<file path="src/rtl/button_pkg.sv">
// button_pkg: shared constants and types for the push-button conditioner.
//
// Contents:
//   BTN_DB_DEFAULT     - debounce stability window in clock cycles (5 ms @ 100 MHz)
//   BTN_HOLD_DEFAULT   - long-press threshold in clock cycles (1 s @ 100 MHz)
//   BTN_REPEAT_DEFAULT - auto-repeat period in clock cycles (250 ms @ 100 MHz)
//   btn_state_e        - per-channel state: IDLE, PRESSED, HELD
package button_pkg;

  localparam int BTN_DB_DEFAULT     = 500000;
  localparam int BTN_HOLD_DEFAULT   = 100000000;
  localparam int BTN_REPEAT_DEFAULT = 25000000;

  // level = (state != CH_IDLE), hold = (state == CH_HELD)
  typedef enum logic [1:0] {
    CH_IDLE    = 2'd0,
    CH_PRESSED = 2'd1,
    CH_HELD    = 2'd2
  } btn_state_e;

endpackage

</file>
<file path="src/rtl/button_channel.sv">
// button_channel: one push-button channel.
//
// Two-flop synchroniser, candidate/counter debounce, IDLE/PRESSED/HELD state
// machine with registered rise/fall pulses and a long-press hold state.
// With BUTTON_REPEAT_EN defined an auto-repeat strobe is generated; without
// it rpt is tied low and no repeat counter exists.
//
// Ports:
//   clock  - system clock
//   reset  - synchronous, active-high
//   button - raw asynchronous button input
//   state  - current channel state (level/hold are decoded from it)
//   rise   - one-cycle pulse on an accepted press
//   fall   - one-cycle pulse on an accepted release
//   rpt    - one-cycle auto-repeat strobe (0 unless BUTTON_REPEAT_EN)
//
// Outputs are single-cycle strobes or levels with no valid/ready
// handshake: consumers sample them every cycle and cannot stall the channel.
module button_channel
  import button_pkg::*;
#(
  parameter int DB_CYCLES   = BTN_DB_DEFAULT,
  parameter int HOLD_CYCLES = BTN_HOLD_DEFAULT
`ifdef BUTTON_REPEAT_EN
  ,
  parameter int REPEAT_CYCLES = BTN_REPEAT_DEFAULT
`endif
) (
  input  logic       clock,
  input  logic       reset,
  input  logic       button,
  output btn_state_e state,
  output logic       rise,
  output logic       fall,
  output logic       rpt
);

  localparam int DB_W   = $clog2(DB_CYCLES + 1);
  localparam int HOLD_W = $clog2(HOLD_CYCLES + 1);
  localparam logic [DB_W-1:0]   DB_MAX   = DB_W'(DB_CYCLES);
  localparam logic [HOLD_W-1:0] HOLD_MAX = HOLD_W'(HOLD_CYCLES);

  logic              s1_q, s1_d;
  logic              s2_q, s2_d;
  logic              cand_q, cand_d;
  logic [DB_W-1:0]   dcnt_q, dcnt_d;
  logic [HOLD_W-1:0] hcnt_q, hcnt_d;
  btn_state_e        state_q, state_d;
  logic              rise_q, rise_d;
  logic              fall_q, fall_d;
  logic              level_cur;
  logic              accept;

  assign level_cur = (state_q != CH_IDLE);
  // A new level is taken only once the candidate has been stable long enough
  // and actually differs from the current level.
  assign accept    = (dcnt_q == DB_MAX) && (cand_q != level_cur);

  // Synchroniser and debounce counter
  always_comb begin
    s1_d   = button;
    s2_d   = s1_q;
    cand_d = cand_q;
    dcnt_d = dcnt_q;
    if (s2_q != cand_q) begin
      cand_d = s2_q;
      dcnt_d = '0;
    end else if (dcnt_q != DB_MAX) begin
      dcnt_d = dcnt_q + 1'b1;
    end
  end

  // Hold counter runs only while the debounced level is high
  always_comb begin
    hcnt_d = '0;
    if (level_cur) begin
      hcnt_d = (hcnt_q == HOLD_MAX) ? hcnt_q : hcnt_q + 1'b1;
    end
  end

  // State machine: a release always wins over reaching the hold threshold,
  // so hold drops on the same edge as fall.
  always_comb begin
    state_d = state_q;
    rise_d  = 1'b0;
    fall_d  = 1'b0;
    case (state_q)
      CH_IDLE: begin
        if (accept) begin
          state_d = CH_PRESSED;
          rise_d  = 1'b1;
        end
      end
      CH_PRESSED: begin
        if (accept) begin
          state_d = CH_IDLE;
          fall_d  = 1'b1;
        end else if (hcnt_q == HOLD_MAX) begin
          state_d = CH_HELD;
        end
      end
      CH_HELD: begin
        if (accept) begin
          state_d = CH_IDLE;
          fall_d  = 1'b1;
        end
      end
      default: state_d = CH_IDLE;
    endcase
  end

  always_ff @(posedge clock) begin
    if (reset) begin
      s1_q    <= 1'b0;
      s2_q    <= 1'b0;
      cand_q  <= 1'b0;
      dcnt_q  <= '0;
      hcnt_q  <= '0;
      state_q <= CH_IDLE;
      rise_q  <= 1'b0;
      fall_q  <= 1'b0;
    end else begin
      s1_q    <= s1_d;
      s2_q    <= s2_d;
      cand_q  <= cand_d;
      dcnt_q  <= dcnt_d;
      hcnt_q  <= hcnt_d;
      state_q <= state_d;
      rise_q  <= rise_d;
      fall_q  <= fall_d;
    end
  end

  assign state = state_q;
  assign rise  = rise_q;
  assign fall  = fall_q;

`ifdef BUTTON_REPEAT_EN
  localparam int RPT_W = $clog2(REPEAT_CYCLES + 1);
  localparam logic [RPT_W-1:0] RPT_LAST = RPT_W'(REPEAT_CYCLES - 1);

  logic [RPT_W-1:0] rcnt_q, rcnt_d;
  logic             rpt_q, rpt_d;

  // rcnt counts cycles since the last strobe while HELD. It restarts on
  // entry to HELD and is cleared whenever the channel is not staying HELD,
  // so a release landing on a repeat boundary produces fall only.
  always_comb begin
    rcnt_d = '0;
    rpt_d  = rise_d | ((state_q == CH_PRESSED) && (state_d == CH_HELD));
    if ((state_q == CH_HELD) && !accept) begin
      if (rcnt_q == RPT_LAST) begin
        rpt_d = 1'b1;
      end else begin
        rcnt_d = rcnt_q + 1'b1;
      end
    end
  end

  always_ff @(posedge clock) begin
    if (reset) begin
      rcnt_q <= '0;
      rpt_q  <= 1'b0;
    end else begin
      rcnt_q <= rcnt_d;
      rpt_q  <= rpt_d;
    end
  end

  assign rpt = rpt_q;
`else
  assign rpt = 1'b0;
`endif

endmodule

</file>
<file path="src/rtl/button_conditioner.sv">
// button_conditioner: N_CH independent push-button conditioners.
//
// Each channel synchronises, debounces and edge-detects one raw button and
// flags long presses. Optional auto-repeat is compiled in with the macro
// BUTTON_REPEAT_EN; otherwise rpt is constant 0.
//
// Parameters: N_CH, DB_CYCLES, HOLD_CYCLES, REPEAT_CYCLES (all cycle counts >= 1)
// Ports:
//   clock  - 100 MHz system clock
//   reset  - synchronous, active-high
//   button - [N_CH] raw asynchronous buttons
//   level  - [N_CH] debounced state
//   rise   - [N_CH] one-cycle press pulse
//   fall   - [N_CH] one-cycle release pulse
//   hold   - [N_CH] high while a press has lasted >= HOLD_CYCLES
//   rpt    - [N_CH] one-cycle auto-repeat strobe
module button_conditioner
  import button_pkg::*;
#(
  parameter int N_CH          = 5,
  parameter int DB_CYCLES     = BTN_DB_DEFAULT,
  parameter int HOLD_CYCLES   = BTN_HOLD_DEFAULT,
  parameter int REPEAT_CYCLES = BTN_REPEAT_DEFAULT
) (
  input  logic            clock,
  input  logic            reset,
  input  logic [N_CH-1:0] button,
  output logic [N_CH-1:0] level,
  output logic [N_CH-1:0] rise,
  output logic [N_CH-1:0] fall,
  output logic [N_CH-1:0] hold,
  output logic [N_CH-1:0] rpt
);

  if (DB_CYCLES < 1 || HOLD_CYCLES < 1 || REPEAT_CYCLES < 1) begin : g_param_check
    $error("button_conditioner: cycle-count parameters must be >= 1");
  end

  for (genvar i = 0; i < N_CH; i++) begin : g_ch
    btn_state_e ch_state;

    button_channel #(
      .DB_CYCLES   (DB_CYCLES),
      .HOLD_CYCLES (HOLD_CYCLES)
`ifdef BUTTON_REPEAT_EN
      ,
      .REPEAT_CYCLES (REPEAT_CYCLES)
`endif
    ) u_channel (
      .clock  (clock),
      .reset  (reset),
      .button (button[i]),
      .state  (ch_state),
      .rise   (rise[i]),
      .fall   (fall[i]),
      .rpt    (rpt[i])
    );

    assign level[i] = (ch_state != CH_IDLE);
    assign hold[i]  = (ch_state == CH_HELD);
  end

endmodule

</file>
<file path="config.mk">
export PLATFORM = sky130hd
export DESIGN_NAME = button_conditioner
export DESIGN_NICKNAME = d
export VERILOG_FILES = /design/src/rtl/button_pkg.sv /design/src/rtl/button_channel.sv /design/src/rtl/button_conditioner.sv
export SDC_FILE = /design/constraint.sdc
export NUM_CORES = 1
export LEC_CHECK = 0
export ABC_AREA = 1
export CAP_MARGIN = 20
export CORE_MARGIN = 4
export CORE_UTILIZATION = 50
export CTS_BUF_LIST = sky130_fd_sc_hd__clkbuf_2 sky130_fd_sc_hd__clkbuf_4 sky130_fd_sc_hd__clkbuf_8
export CTS_CLUSTER_SIZE = 20
export DETAILED_ROUTE_END_ITERATION = 7
export GPL_TIMING_DRIVEN = 0
export PLACE_DENSITY = 0.68
export SYNTH_ARGS = -nofsm -noshare
export SYNTH_HDL_FRONTEND = slang
export SYNTH_SLANG_ARGS = --single-unit
</file>
<file path="constraint.sdc">
create_clock -name clock -period 1.4 [get_ports clock]
set_input_delay 0.28 -clock clock [delete_from_list [all_inputs] [get_ports clock]]
set_output_delay 0.28 -clock clock [all_outputs]
set_load 0.01 [all_outputs]
</file>
### Yosys cells after proc, flatten, opt, wreduce, memory -nomap -nowiden

Cells that the tools add are included.

* register bits: 265
* bits in latches: 0
* memory bits (writable): 0
* ROM bits: 0
* input bits: 7
* output and inout port bits: 25
* memories kept: 0

* add/sub/neg operators: 10
* multipliers: 0
* div/mod/pow operators: 0
* magnitude comparators: 0
* equal/unequal tests: 50
* shift-type cells: 0
* muxes and demuxes: 30
* bitwise operators: 15
* reduce and logical (&&, ||, !) cells: 45

Operators with widths (number)
* adder 27 x 1 -> 27 bit, second input constant: 5
* equality test 27 bit, second input constant: 5
* adder 19 x 1 -> 19 bit, second input constant: 5
* equality test 19 bit, second input constant: 5
* inequality test 19 bit, second input constant: 5
* OR reduction 2 bit: 25
* 2-to-1 mux 2 bit: 20
* one-hot mux 2 bit (3 select lines): 5
* inequality test 2 x 1 -> 1 bit, second input constant: 10
* inequality test 3 x 1 -> 1 bit, second input constant: 5
* NOT 1 bit: 15
* AND reduction 3 bit: 5
* equality test 2 x 1 -> 1 bit, second input constant: 5
* equality test 2 bit, second input constant: 5
* zero test 2 bit: 5
* inequality test 1 bit: 10
* nonzero test 2 bit: 5
* logical AND 1 bit: 5
* 2-to-1 mux 1 bit: 5

### Depth between registers and ports, before layout

Gate-level depths: netlist of the first run.

* word-level depth: 5
* depth in mapped cells: 11
* mapped depth without buffers: 11

### Cells and area by module

Synthesis of the first run repeated with hierarchy kept, for this count alone.

* cell total of the unflattened synthesis: 1976
* area total of the unflattened synthesis: 13615.6 µm²

Modules (own cells, without submodules)
* button_channel at g_ch[0].u_channel ...: instances 4, cells each 392, area an instance 2723.9 µm², sequential area each 1061.0 µm²
* button_channel at g_ch[4].u_channel: instances 1, cells each 388, area an instance 2645.0 µm², sequential area each 1061.0 µm²
* button_conditioner: instances 1, cells each 20, area an instance 75.1 µm², sequential area each 0.0 µm²

### Least setup slack after synthesis of the first run

OpenSTA, ideal clock, no wires.

* path kind: register to register
* start point: register g_ch[4].u_channel.hcnt_q[0]
* end point: register g_ch[4].u_channel.hcnt_q[24]
* setup time: 113 ps
* arrival time: 1327 ps
* required time: 1287 ps
* setup slack: -39 ps
* cell stages (with the launch flop): 11
* path through: dfxtp_1 ha_1 nand2_2 inv_1 nand3_2 nor2_4 nand2_4 nor3_2 nand2_1 nand2_1 nor2_1

* longest elaborated chain between the ends: 1
* elaborated cells between the ends (all ways): 2
* those cells by class: 1 x add/sub; 1 x eq/ne

RTL lines
* start, declared: line button_channel.sv:47 `logic [HOLD_W-1:0] hcnt_q, hcnt_d;`
* start signal, assigned: line button_channel.sv:127 `hcnt_q <= hcnt_d;`
* adder 27 x 1 -> 27 bit or equality test 27 bit (tied branches): line button_channel.sv:77 `hcnt_d = (hcnt_q == HOLD_MAX) ? hcnt_q : hcnt_q + 1'b1;`

Parallel ways exist; a longest one is shown, timed or not.
A chain may end at the register's enable or synchronous reset.

### Worst setup path in the final report of the first run

* start point: register g_ch[2].u_channel.state_q[0]
* end point: output port level[2]

* longest elaborated chain between the ends: 1

RTL lines
* start, declared: line button_channel.sv:48 `btn_state_e state_q, state_d;`
* start signal, assigned: line button_channel.sv:128 `state_q <= state_d;`
* nonzero test 2 bit
* end, declared: line button_conditioner.sv:28 `output logic [N_CH-1:0] level,`

No other way between the ends.

==> results.toml, run 1 <==
[timing]
slew_headroom = 0.645
skew_ns = 0.0193
fin_ws_ns = -0.176
grt_setup_unrepaired = "true"
layout_min_cycle_time_ns = 1.58
fmax_mhz = 635
slew_violations = 0
period_share = 1.13
setup_viol = 31
fin_tns_setup_ns = -2.62
tightestPinTransition_ns = 0.532
hold_viol = 0

[clock_tree]
htree_levels = 2
clock_path_buffers = 3
cts_buffers = 49
clockRootBuffer = "clkbuf_8"
clkSinkCount = 265
tritoncts = "built"
cts.clk_slew.worst_paths_ns = 0.06
worstSkewPairLatency_ns = 0.58

[floorplanning]
die_w_um = 175
num_rows = 60
core_area_um2 = 27200
dieArea_um2 = 30700
die_y_um = 175
initial_utilization = 0.514
io_pins = 32

[drt]
dr.first_iter.drc_count = 892
wl_met3_mm = 1.87
ant_nets = 0
highest_layer = "met4"
drt-pass1-iter-count = 5
wl_per_cell_um = 13.6
viasPerCell = 5.20
met2_length_mm = 17.5
via_count = 13808
drc = 0
routed_wirelength_mm = 36.1
wl_met1_mm = 15.8

[logic_synthesis]
ys_warn_count = 0
synth_area_um2 = 14000
synth.avg_cell_area_um2 = 6.76
synth-async-reset-ratio = 0
synth-edff-count = 0
yosys.area.top_type = "dfxtp_1"
synth.top_cells.by_count = "nand2_1 (408), inv_1 (312), nor2_1 (301)"
seq_area_frac_synth = 0.380
yosys_register_bits = 265
netlist.area_leader.share = 0.380
ys.flop_type = "dfxtp_1"
synth.area.top_cells = "dfxtp_1 (38%), nand2_1 (11%), inv_1 (8.4%)"
synth_cells = 2065
yosysMostFrequentCell = "nand2_1"
synth_cell_types = 45

[cells_and_area]
design_area_um2 = 18700
drive_above_1_share = 0.351
syn2layout_area_growth_pct = 33.9
layout.nets = 2287
nFillCells = 2159
diodes = 0

[placed_design]
hpwl_mm = 22.5
placed_area_um2 = 14700
gp_congestion = 0.870
port_buffers = 26

[setup_path]
critPathMaxFanout = 3
path_class = "reg -> out"
cp.arrival_ns = 1.30
slowest_delay_ns = 0.35
slowest_stage = "dfxtp_2"
cpMostUsedCell = "inv_4"
critPathLaunchType = "register"
cp_data_required_time_ns = 1.12
r2r_cells = 10
crit_chain = "inv_4 > ha_4 > inv_4 > buf_6"
end_kind = "output pin"

[power_and_ir_drop]
ir_drop_uv = 945
p_leak_nw = 6.83
powerDensity_nw_per_um2 = 843

[job]
max-cap-violations = 0

[min_path]
hold_depth = 3
hp-class = "in -> reg"

[global_routing]
first_global_vias = 12315
grt_max_degree = 14
track_usage = 0.207
antenna_found_initial = 0
gr-total-overflow = 0
grt_pass1_wl_mm = 55.3

[run_status]
status = "finished with violations"
violations = "setup timing"
[cells in the final DEF, fill, tap and decap left out, types with 18 or more instances in the layout]
master | netlist | final
nor3_4 | 6 | 23
buf_6 | 0 | 51
nand3b_1 | 21 | 21
nand2_2 | 18 | 56
nor3_2 | 14 | 27
buf_4 | 23 | 95
nand3_2 | 7 | 25
nand4_1 | 58 | 58
inv_1 | 312 | 248
clkbuf_8 | 0 | 60
nand2_4 | 3 | 18
a21oi_2 | 0 | 32
dfxtp_2 | 0 | 92
ha_4 | 0 | 26
nand2_1 | 408 | 354
dfxtp_4 | 0 | 41
dfxtp_1 | 265 | 132
o21ai_1 | 9 | 37
nor2_1 | 301 | 242
inv_4 | 0 | 27
inv_2 | 7 | 44
nand3_1 | 119 | 87
nor3_1 | 59 | 29
nor2_4 | 12 | 43
nor2_2 | 19 | 48
a21oi_1 | 178 | 146
o21ai_0 | 106 | 62
[flip-flops by register name, summed over array words and instances (netlist names)]
| signal | cells |
|---|---|
| g_ch.u_channel.rise | 5 |
| g_ch.u_channel.state | 10 |
| g_ch.u_channel.dcnt_q | 95 |
| g_ch.u_channel.fall | 5 |
| g_ch.u_channel.hcnt_q | 135 |
| g_ch.u_channel.s1_q | 5 |
| g_ch.u_channel.cand_q | 5 |
| g_ch.u_channel.s2_q | 5 |
[per-layer routing]
layer,global-route usage,up-vias
met4,0.0615,0
met2,0.353,349
met5,0,-
met1,0.271,6348
met3,0.0344,84
li1,-,7027
[worst paths after layout]
check / start / end / slack (ns)
worst max-delay path: g_ch[2].u_channel.state[0]$_SDFFE_PP0P_ / level[2] / -0.18
worst min-delay path: button[4] / g_ch[4].u_channel.s1_q$_SDFF_PP0_ / 0.23
worst max register to register: g_ch[4].u_channel.hcnt_q[0]$_SDFFE_PP0P_ / g_ch[4].u_channel.hcnt_q[24]$_SDFFE_PP0P_ / -0.14
worst min register to register: g_ch[0].u_channel.s1_q$_SDFF_PP0_ / g_ch[0].u_channel.s2_q$_SDFF_PP0_ / 0.41
[layout make-up]
type | count | area (um^2) | area share
multi-input combinational | 1446 | 8870 | 0.474
sequential | 265 | 5570 | 0.298
timing repair buffer | 140 | 1290 | 0.0688
inverter | 320 | 1270 | 0.0681
clock buffer | 70 | 901 | 0.0482
tap | 372 | 465 | 0.0249
buffer | 23 | 203 | 0.0108
clock inverter | 17 | 120 | 0.00643
[kinds of logic (layout without fill, tap and decap cells)]
family | Yosys count | in the layout | synth area share
compound gates | 313 | 313 | 0.116
xor+xnor | 15 | 15 | 0.00941
other cells | 1 | 5 | 0.000269
flops | 265 | 265 | 0.380
buf+inv | 359 | 570 | 0.104
simple gates | 1077 | 1078 | 0.360
fa+ha+maj | 35 | 35 | 0.0314
[power breakdown]
group | total (W) | switching [W] | leakage, nW | internal, W
clock | 0.00767 | 0.00333 | 0.552 | 0.00434
combinational | 0.000463 | 0.000267 | 4.06 | 0.000196
sequential | 0.00762 | 0.0000823 | 2.22 | 0.00754
[metrics by stage]
step | worst slack, ns | power [W] | hold WS [ns] | std cells | utilization
4_1_cts | -0.213 | 0.0159 | 0.197 | 2593 | 0.615
5_1_grt | -0.259 | 0.0164 | 0.221 | 2653 | 0.688
2_1_floorplan | 0.00201 | 0.00803 | 0.387 | 2069 | -
6_report | -0.176 | 0.0158 | 0.231 | 2653 | 0.688
3_5_place_dp | -0.881 | 0.00814 | 0.393 | 2467 | 0.542
3_3_place_gp | -0.848 | 0.00814 | 0.389 | 2467 | 0.542
[critical path, delay by kind of cell (launching register included)]
kind / cells / cell delay, ns
fa+ha+maj: 1 / 0.16
flops: 1 / 0.35
buf+inv: 3 / 0.20
[what timing repair did]
| item | 4_1_cts | 5_1_grt |
|---|---|---|
| pin swaps | 50 | 142 |
| buffers inserted | 54 | 56 |
| endpoints found under the setup margin | 218 | 219 |
| hold buffers | 0 | 0 |
| cloned | 1 | 6 |
| gates resized for setup | 308 | 520 |
Power figures use the tool's default switching activity.
==> run 2, diff against run 1 <==
- REMOVE_ABC_BUFFERS: not set -> 1
==> results.toml, run 2 (synthesis results as in run 1) <==
[cells_and_area]
design_area_um2 = 19100
layout.nets = 2304
final_cell_mix = "nand2_1 (346), inv_1 (253), nor2_1 (239)"
largest_reg_flops = 135
nFillCells = 2101
top_register = "g_ch.u_channel.hcnt_q"
drive_above_1_share = 0.369
final_core_util = 0.701
final_common_cell = "nand2_1"
diodes = 0
syn2layout_area_growth_pct = 36.5

[drt]
viasPerCell = 5.19
wl_per_cell_um = 13.5
ant_nets = 0
drc = 0
dr.first_iter.drc_count = 831
routed_wirelength_mm = 36.2
via_count = 13855
drt-pass1-iter-count = 5

[timing]
grt_setup_unrepaired = "true"
fin_ws_ns = -0.187
layout_min_cycle_time_ns = 1.59
skew_ns = 0.0314
fin_tns_setup_ns = -5.75
fmax_mhz = 630
setup_viol = 102
slew_headroom = 0.339
period_share = 1.13
hold_viol = 0
tightestPinTransition_ns = 0.991
slew_violations = 0

[setup_path]
path_class = "reg -> out"
slowest_delay_ns = 0.38
critPathLaunchType = "register"
slowest_stage = "dfxtp_4"
cp_data_required_time_ns = 1.12
critPathMaxFanout = 5
crit_chain = "inv_4 > ha_4 > inv_2 > buf_6"
cp.arrival_ns = 1.31
end_kind = "output pin"

[global_routing]
grt_pass1_wl_mm = 55.6
grt_max_degree = 33
first_global_vias = 12637
gr-total-overflow = 0
antenna_found_initial = 0
track_usage = 0.208

[min_path]
hp-class = "in -> reg"

[placed_design]
placed_area_um2 = 14500
hpwl_mm = 21.7
port_buffers = 26
gp_congestion = 0.873
pre_cts_slack_ns = -0.960

[floorplanning]
num_rows = 60
initial_utilization = 0.514
dieArea_um2 = 30700
die_y_um = 175
core_area_um2 = 27200
die_w_um = 175
io_pins = 32

[clock_tree]
htree_levels = 2
worstSkewPairLatency_ns = 0.56
cts_buffers = 48
hold_buffers = 0
cts.clk_slew.worst_paths_ns = 0.06
clock_path_buffers = 3
clkSinkCount = 265
clockRootBuffer = "clkbuf_8"
tritoncts = "built"

[power_and_ir_drop]
ir_drop_uv = 756
p_leak_nw = 6.92
powerDensity_nw_per_um2 = 844
total_power_w = 0.0161

[run_status]
status = "finished with violations"
violations = "setup timing"

[job]
max-cap-violations = 0
-- run 2: through the flow --
step | hold slack [ns] | instances
finish | 0.229 | 2671
CTS | 0.190 | 2595
detailed placement | 0.411 | 2429
floorplan | 0.351 | 2030
global placement | 0.395 | 2428
global route | 0.225 | 2671
-- run 2: power by group --
| group | internal, W | total [W] | switching (W) | leakage [nW] |
|---|---|---|---|---|
| combinational | 0.000208 | 0.000480 | 0.000271 | 4.14 |
| clock | 0.00473 | 0.00796 | 0.00323 | 0.572 |
| sequential | 0.00755 | 0.00763 | 0.0000782 | 2.21 |
| total | 0.0125 | 0.0161 | 0.00358 | 6.92 |
-- run 2: layout make-up --
type	count	area (um^2)	area share
flip-flops and latches	265	5540	0.291
repair buffers	181	1640	0.0860
multi-input cells	1446	9030	0.474
inverters	320	1290	0.0679
well taps	372	465	0.0244
clock buffers	85	1060	0.0558
clock inverters	2	16.3	0.000854
-- run 2: layer usage --
| layer | part of all wire | global-route usage | routed length, um |
|---|---|---|---|
| met2 | 0.50 | 0.359 | 18100 |
| met3 | 0.041 | 0.0309 | 1500 |
| met4 | 0.022 | 0.0668 | 785 |
| met1 | 0.44 | 0.267 | 15800 |
| met5 | 0 | 0 | 0 |
-- run 2: critical path, delay by kind of cell, from the launching register on --
| kind | cells | cell delay, ns |
|---|---|---|
| fa+ha+maj | 1 | 0.17 |
| buf+inv | 3 | 0.19 |
| flops | 1 | 0.38 |
-- run 2: final timing paths --
path                                           startpoint                                        end  slack, ns  cells after the start
setup reg to reg  g_ch[1].u_channel.state[1]$_SDFFE_PP0P_  g_ch[1].u_channel.hcnt_q[11]$_SDFFE_PP0P_      -0.12                      8
hold reg to reg         g_ch[4].u_channel.s1_q$_SDFF_PP0_          g_ch[4].u_channel.s2_q$_SDFF_PP0_       0.42                      2
setup / recovery  g_ch[0].u_channel.state[1]$_SDFFE_PP0P_                                   level[0]      -0.19                      4
hold / removal                                  button[1]          g_ch[1].u_channel.s1_q$_SDFF_PP0_       0.23                      3
-- run 2: repair_timing --
item	CTS	global route
cloned	1	3
setup buffers	78	74
pin swaps	68	166
gates resized for setup	334	509
setup endpoints to repair	237	211
==> RTL edit: new RTL, settings of run 2 <==
The 3 states of `btn_state_e` get a one-hot encoding in 3 bits.
--- a/src/rtl/button_pkg.sv
+++ b/src/rtl/button_pkg.sv
@@ -14,6 +14,6 @@
   // level = (state != CH_IDLE), hold = (state == CH_HELD)
-  typedef enum logic [1:0] {
-    CH_IDLE    = 2'd0,
-    CH_PRESSED = 2'd1,
-    CH_HELD    = 2'd2
+  typedef enum logic [2:0] {
+    CH_IDLE    = 3'b001,
+    CH_PRESSED = 3'b010,
+    CH_HELD    = 3'b100
   } btn_state_e;
Check against the original RTL: no difference found for any inputs over 10 cycles, from zero or initial values and one cycle with reset high; not proved beyond that.
==> RTL edit against run 2 <==
Cell count down 0.79%; the run still ends with negative setup slack left; sequential cell count is 5 higher; fmax up 1.0%; highest routed layer unchanged; cell area rose by 2.3%; worst setup slack better by 0.016 ns; wire length increased by 1.3%; synthesized area shrank 1.2%; sequential share of layout area up 0.27 points; critical path depth up 4; non-clock buffer count up 33; hold slack worse by 0.10 ns; critical endpoint is now g_ch[1].u_channel.state[2]$_SDFFE_PP0P_.
Power is not compared: it rests on default switching activity, and its combinational part moved more than twofold at a synthesized area within 25%.
==> RTL edit: results <==
{
  "status": "finished with violations",
  "violations": "negative setup slack",
  "syn_area_per_cell_sq_um": 6.75,
  "yosys-top-cells-count": "nand2_1 (401), inv_1 (314), nor2_1 (272)",
  "finalNetCount": 2301,
  "grt_max_degree": 37,
  "synth_area_leaders": "dfxtp_1 (39%), nand2_1 (11%), inv_1 (8.5%)",
  "synthArstFlopShare_pct": 0,
  "grt_pass1_vias": 12700,
  "routed_wl_mm": 36.6,
  "crit_fanout": 3,
  "setup_violations": 103,
  "p_leak_nw": 7.30,
  "synth_cell_types": 46,
  "finClkSkew_ns": 0.0246,
  "min-delay-start": "reset",
  "routed_via_density": 5.35,
  "synth.yosys.warnings": 0,
  "placed_cells_incl_taps": 2377,
  "startpoint": "g_ch[1].u_channel.hcnt_q[0]$_SDFFE_PP0P_",
  "place_area_sq_um": 14300,
  "arrival_ns": 2.02,
  "cts_buffer_depth": 3,
  "layout-drive-gt1-share_pct": 39.8,
  "num_vias": 14200,
  "dp_hpwl_mm": 20.6,
  "clockRootBuffer": "clkbuf_8",
  "pre_cts_slack_ns": -1.67,
  "gp_congestion": 0.824,
  "grt_pass1_wl_mm": 55.5,
  "yosysSeqAreaShare_pct": 39.2,
  "htreeDepth": 2,
  "layout_setup_ws_ns": -0.171,
  "track_usage_pct": 20.5,
  "slew_headroom_pct": 64.8,
  "fin_tns_setup_ns": -6.27,
  "cts-buffers-inserted": 47,
  "insertion_delay_ns": 0.55,
  "first_iter_violations": 858,
  "synth_ff_type": "dfxtp_1",
  "ctsHoldBuffers": 0
}
RTL edit: cell count changes after synthesis, moves of 9 or more:
cell and change:
nor2_4 -9, nand4_1 +25, a21oi_1 +12, nor2_1 -29
nor3_1 +24, nand3b_1 -12, nand3_1 -17, nand2_2 -11
o21ai_1 -9, ha_1 -15
RTL edit: cell families (layout without fill, tap and decap cells):
kind of cell,Yosys count,count (layout),share of synthesized area [%]
other,1,5,0.0272
and+or+nand+nor,1048,1048,35.0
buffers and inverters,360,621,10.4
adders and majority gates,20,20,1.82
xor gates and xnor gates,28,28,1.78
AOI/OAI and AO/OA,317,317,11.8
DFF,270,270,39.2
RTL edit: area by class of cell:
cell class	count	area [sq um]
inverters	321	1300
repair buffers	214	1840
fillers	1957	7540
clock buffers	76	965
well taps	341	427
flip-flops and latches	270	5720
clock inverters	8	42.5
multi-input cells	1418	9170
repair inverters	2	15.0
RTL edit: critical path: stages (launching register included):
cell	delay, ns
dfxtp_4	0.36
buf_6	0.12
inv_4	0.05
ha_4	0.12
nand4_1	0.10
nand3b_1	0.20
nor2_2	0.21
nand4_1	0.16
a21oi_2	0.17
RTL edit: worst paths after layout:
path / endpoint / slack [ns] / depth (start not counted)
max: g_ch[1].u_channel.state[2]$_SDFFE_PP0P_ / -0.17 / 8
min: g_ch[3].u_channel.cand_q$_SDFFE_PP0P_ / 0.13 / 2
max reg2reg: g_ch[1].u_channel.state[2]$_SDFFE_PP0P_ / -0.17 / 8
min reg2reg: g_ch[2].u_channel.s2_q$_SDFF_PP0_ / 0.41 / 2
RTL edit: timing repair:
action	CTS	global route
pin swaps	115	218
setup endpoints to repair	267	200
buffers inserted	92	100
gates resized for setup	474	531
gates cloned	0	2
RTL edit: per-layer routing:
layer / track usage, % / share of wire [%] / up-vias
li1: - / - / 7086
met2: 35.7 / 50 / 313
met5: 0 / 0 / -
met4: 5.94 / 2.4 / 0
met3: 3.65 / 4.1 / 89
met1: 26.2 / 43 / 6687
RTL edit: where the power goes:
part,internal [mW],total (mW),switching [mW],leakage (nW)
Combinational,0.894,2.15,1.25,4.50
Sequential,7.78,7.99,0.207,2.26
Clock,4.35,7.61,3.26,0.540
Total,13.0,17.7,4.72,7.30
